[config.mk]
export PLATFORM = sky130hd
export DESIGN_NAME = mem_bus_ctrl
export DESIGN_NICKNAME = d
export VERILOG_FILES = /design/src/rtl/mem_bus_pkg.sv /design/src/rtl/mem_timeout_cnt.sv /design/src/rtl/mem_bus_ctrl.sv
export SDC_FILE = /design/constraint.sdc
export NUM_CORES = 1
export LEC_CHECK = 0
export CORE_MARGIN = 5
export CORE_UTILIZATION = 30
export DETAILED_ROUTE_END_ITERATION = 12
export GPL_TIMING_DRIVEN = 1
export SYNTH_ARGS = -nofsm -noshare
export SYNTH_HDL_FRONTEND = slang
export SYNTH_SLANG_ARGS = --single-unit
export TNS_END_PERCENT = 20
[constraint.sdc]
create_clock -name CLK -period 2.6 [get_ports CLK]
set_input_delay 0.39 -clock CLK [delete_from_list [all_inputs] [get_ports CLK]]
set_output_delay 0.39 -clock CLK [all_outputs]
set_load 0.1 [all_outputs]
[src/rtl/mem_bus_pkg.sv]
// Shared encodings for the memory-side handshake unit (mem_bus_ctrl).
package mem_bus_pkg;

  typedef enum logic [1:0] {
    ST_IDLE   = 2'd0,
    ST_ACCESS = 2'd1,
    ST_DONE   = 2'd2
  } state_e;

  localparam logic OP_RD = 1'b0;
  localparam logic OP_WR = 1'b1;

endpackage

[src/rtl/mem_timeout_cnt.sv]
// ACCESS-phase watchdog: hit is high during the TIMEOUT-th consecutive enabled cycle.
module mem_timeout_cnt #(
  parameter int unsigned TIMEOUT = 255
) (
  input  logic clk,
  input  logic rst_n,
  input  logic clear,
  input  logic enable,
  output logic hit
);

  localparam int unsigned CNT_W = $clog2(TIMEOUT + 1);
  localparam logic [CNT_W-1:0] LAST = CNT_W'(TIMEOUT - 1);

  logic [CNT_W-1:0] cnt_r;
  logic             hit_r;

  // count ACCESS cycles; hit_r is precomputed so it lines up with the limit cycle
  always_ff @(posedge clk or negedge rst_n) begin
    if (!rst_n) begin
      cnt_r <= {CNT_W{1'b0}};
      hit_r <= 1'b0;
    end else if (clear) begin
      cnt_r <= {CNT_W{1'b0}};
      hit_r <= (LAST == {CNT_W{1'b0}});
    end else if (enable) begin
      cnt_r <= cnt_r + CNT_W'(1);
      hit_r <= ((cnt_r + CNT_W'(1)) == LAST);
    end else begin
      cnt_r <= cnt_r;
      hit_r <= hit_r;
    end
  end

  assign hit = hit_r;

endmodule

[src/rtl/mem_bus_ctrl.sv]
// Memory-side handshake between MAR/MDR and a variable-latency memory.
// Optional ACCESS watchdog with bus_err reporting is built in when MEM_TIMEOUT_EN is defined.
module mem_bus_ctrl
  import mem_bus_pkg::*;
#(
  parameter int unsigned ADDR_W  = 16,
  parameter int unsigned DATA_W  = 16,
  parameter int unsigned TIMEOUT = 255
) (
  input  logic              CLK,
  input  logic              CLR,
  input  logic              rd_req,
  input  logic              wr_req,
  input  logic [ADDR_W-1:0] mar_in,
  input  logic [DATA_W-1:0] mdr_in,
  output logic [DATA_W-1:0] m_bus_in,
  output logic              busy,
  output logic              done,
  output logic              bus_err,
  output logic [ADDR_W-1:0] mem_addr,
  output logic [DATA_W-1:0] mem_wdata,
  output logic              mem_re,
  output logic              mem_we,
  input  logic [DATA_W-1:0] mem_rdata,
  input  logic              mem_ready
);

  state_e            state_r;
  logic              op_r;
  logic [ADDR_W-1:0] addr_r;
  logic [DATA_W-1:0] wdata_r;
  logic [DATA_W-1:0] rdata_r;
  logic              busy_r;
  logic              done_r;
  logic              bus_err_r;
  logic              re_r;
  logic              we_r;
  logic              timeout_hit_s;

`ifdef MEM_TIMEOUT_EN
  mem_timeout_cnt #(
    .TIMEOUT(TIMEOUT)
  ) u_timeout_cnt (
    .clk   (CLK),
    .rst_n (CLR),
    .clear (state_r != ST_ACCESS),
    .enable(state_r == ST_ACCESS),
    .hit   (timeout_hit_s)
  );
`else
  assign timeout_hit_s = 1'b0;
  // without the watchdog TIMEOUT has no effect; this block only keeps it referenced
  if (TIMEOUT == 0) begin : g_timeout_unused
  end
`endif

  // request capture, strobe generation and completion sequencing
  always_ff @(posedge CLK or negedge CLR) begin
    if (!CLR) begin
      state_r   <= ST_IDLE;
      op_r      <= OP_RD;
      addr_r    <= {ADDR_W{1'b0}};
      wdata_r   <= {DATA_W{1'b0}};
      rdata_r   <= {DATA_W{1'b0}};
      busy_r    <= 1'b0;
      done_r    <= 1'b0;
      bus_err_r <= 1'b0;
      re_r      <= 1'b0;
      we_r      <= 1'b0;
    end else begin
      case (state_r)
        ST_IDLE: begin
          done_r    <= 1'b0;
          bus_err_r <= 1'b0;
          // a simultaneous read is dropped in favour of the write
          if (wr_req) begin
            addr_r  <= mar_in;
            wdata_r <= mdr_in;
            op_r    <= OP_WR;
            we_r    <= 1'b1;
            re_r    <= 1'b0;
            busy_r  <= 1'b1;
            state_r <= ST_ACCESS;
          end else if (rd_req) begin
            addr_r  <= mar_in;
            op_r    <= OP_RD;
            re_r    <= 1'b1;
            we_r    <= 1'b0;
            busy_r  <= 1'b1;
            state_r <= ST_ACCESS;
          end else begin
            state_r <= ST_IDLE;
          end
        end
        ST_ACCESS: begin
          if (mem_ready) begin
            if (op_r == OP_RD) begin
              rdata_r <= mem_rdata;
            end else begin
              rdata_r <= rdata_r;
            end
            re_r    <= 1'b0;
            we_r    <= 1'b0;
            done_r  <= 1'b1;
            state_r <= ST_DONE;
          end else if (timeout_hit_s) begin
            re_r      <= 1'b0;
            we_r      <= 1'b0;
            done_r    <= 1'b1;
            bus_err_r <= 1'b1;
            state_r   <= ST_DONE;
          end else begin
            state_r <= ST_ACCESS;
          end
        end
        ST_DONE: begin
          done_r    <= 1'b0;
          bus_err_r <= 1'b0;
          busy_r    <= 1'b0;
          state_r   <= ST_IDLE;
        end
        default: begin
          re_r      <= 1'b0;
          we_r      <= 1'b0;
          done_r    <= 1'b0;
          bus_err_r <= 1'b0;
          busy_r    <= 1'b0;
          state_r   <= ST_IDLE;
        end
      endcase
    end
  end

  assign m_bus_in  = rdata_r;
  assign busy      = busy_r;
  assign done      = done_r;
  assign bus_err   = bus_err_r;
  assign mem_addr  = addr_r;
  assign mem_wdata = wdata_r;
  assign mem_re    = re_r;
  assign mem_we    = we_r;

endmodule

==> out/metrics.yaml <==
logic_synthesis:
  synth-compound-area-share: 0.01644
  async_reset_ff_frac: 1.000
  synth_area_leaders: "dfrtp_1 (62%), mux2_2 (19%), mux2_4 (6.8%)"
  netlist.area_leader.share: 0.6236
  synth_edf_count: 0
  ys_warn_count: 0
  synth_seq_area_share: 0.6236
  netlist_area_um2: 2207
  synth_fa_ha_area_frac: 0
  synth_top_family_by_area: "multiplexers"
  synth_nets: 189
  muxShareOfSynthArea: 0.2619
  synth.largest_area_cell: "dfrtp_1"
  synth_cells: 136
  ys_seq_elements: 55
  synth-xor-area-share: 0
  postSynthAreaPerCell_um2: 16.23
  ys_types: 27
  yosys.area_share.simple: 0.05952
  synthFlopType: "dfrtp_1"
layout:
  nets: 296
  multi_input_area_um2: 749.5
  drive_above_1_share: 0.4752
  area_growth_pct: 48.53
  mostFrequentLayoutCells: "dfrtp_1 (55), buf_4 (55), clkdlybuf4s50_1 (51)"
  diodes: 0
  fillers: 687
  seq_area_um2: 1376
status:
  status: "completed"
run:
  cap_viol_max_count: 0
sta:
  max_slew_margin: 0.5806
  hold_viol: 0
  max_freq_mhz: 581.6
  rsz0062_at_grt: "no"
  min_period_ps: 1719
  min_period_over_period: 0.6613
  slew_violations: 0
  tightestPinTransition_ps: 629.1
  fin_skew_ps: 7.295
  setup_viol: 0
  fin_tns_setup_ps: 0
placement:
  dp_hpwl_mm: 3.877
  gp_congestion: 0.6668
  port_buffers: 104
critical_path:
  reg2reg_from: "state_r[0]"
  cp-start-kind: "primary input"
  required_ps: 2790
  reg2reg_depth: 4
  crit_arrival_ps: 1910
  crit_type: "in -> reg"
  critPathCaptureType: "flip-flop"
  r2r-end: "m_bus_in[3]"
  r2r_setup_slack_ps: 900
  crit_path_max_fanout: 16
routing:
  routed_via_density: 4.273
  detail_route.wl_per_cell_um: 15.04
  firstDrtPassIters: 4
  via_count: 1457
  finalWirelength_mm: 5.127
  final_antenna_net_count: 0
  drc: 0
  first_iter_violations: 34
clocking:
  clock_sinks: 55
  postCtsHoldBufs: 0
  cts_root_buf: "clkbuf_8"
  cts_tree: "yes"
  cts-buffers-inserted: 5
  post-cts-setup-buffers: 0
  clk_latency_ps: 300
  htree_levels: 2
  clk_pin_slew_ps: 90
  cts_max_path_buffers: 2
  cts_resized: 0
grt:
  grt_antenna_before_repair: 0
  grt_pass1_vias: 1458
  grt_max_degree: 30
  grt.total_usage: 0.1112
  grt_first_pass_wirelength_mm: 7.679
  grt_remaining_overflow: 0
floorplanning:
  die_y_um: 95.78
  core-area_um2: 7214
  rows: 31
  die_area_um2: 9173
  io_pins: 106
  die_w_um: 95.78
  start_util: 0.3059
worst_hold_path:
  hold_path_class: "in -> async"
==> through the flow <==
stage,hold slack [ps],cells,utilization,worst slack [ps],area (µm²)
floorplan,94.41,136,-,1053,2207
global route,146.8,341,0.4544,780.5,3278
finish,94.41,341,0.4544,880.7,3278
global placement,454.5,335,0.4438,600.3,3202
CTS,102.4,341,0.4544,866.0,3278
detailed placement,446.9,335,0.4438,530.5,3202
==> cells in the mapped netlist (2+ instances only) <==
cell type / n
mux2_2: 38
nor2_1: 4
buf_6: 2
nor3b_1: 3
dfrtp_1: 55
buf_4: 4
mux2_4: 10
==> worst max-delay path, stage by stage <==
cell,delay [ps]
clkdlybuf4s50_1,540
and3b_1,200
nor2b_4,130
buf_4,270
mux2_2,370
==> layer usage <==
layer / global-route usage / part of all wire / vias to the layer above
met5: 0 / 0 / -
met4: 0.04265 / 0.013 / 0
met3: 0.03831 / 0.075 / 4
met2: 0.1714 / 0.47 / 61
met1: 0.1438 / 0.44 / 710
li1: - / - / 682
==> layout make-up <==
| class | count | share of cell area |
|---|---|---|
| flip-flops and latches | 55 | 0.4198 |
| repair buffers | 108 | 0.2893 |
| multi-input cells | 72 | 0.2286 |
| well taps | 99 | 0.03779 |
| clock buffers | 5 | 0.02099 |
| clock inverters | 1 | 0.002290 |
| inverters | 1 | 0.001145 |
==> how the worst max path moves through the flow <==
stage / to / from / cells past startpoint
floorplan: mem_we / mem_we / 2
global placement: m_bus_in[4] / mem_ready / 5
detailed placement: m_bus_in[3] / mem_ready / 5
CTS: m_bus_in[3] / mem_ready / 5
global route: m_bus_in[2] / state_r[0] / 4
finish: m_bus_in[3] / mem_ready / 5
==> registers in the layout (all words and copies together) (netlist names) <==
| register | cells |
|---|---|
| mem_we | 1 |
| mem_addr | 16 |
| done | 1 |
| busy | 1 |
| mem_re | 1 |
| m_bus_in | 16 |
| mem_wdata | 16 |
| state_r | 2 |
| op_r | 1 |
==> cell families (layout without fill, tap and decap cells) <==
| group | Yosys count | in the layout |
|---|---|---|
| compound gates | 5 | 5 |
| buf+inv | 9 | 115 |
| flops | 55 | 55 |
| mux | 48 | 48 |
| other cells | 1 | 1 |
| simple gates | 18 | 18 |
Power is left out: the tool's default activity adds up to more than one toggle a clock period on the data nets, which glitch-free logic cannot reach.
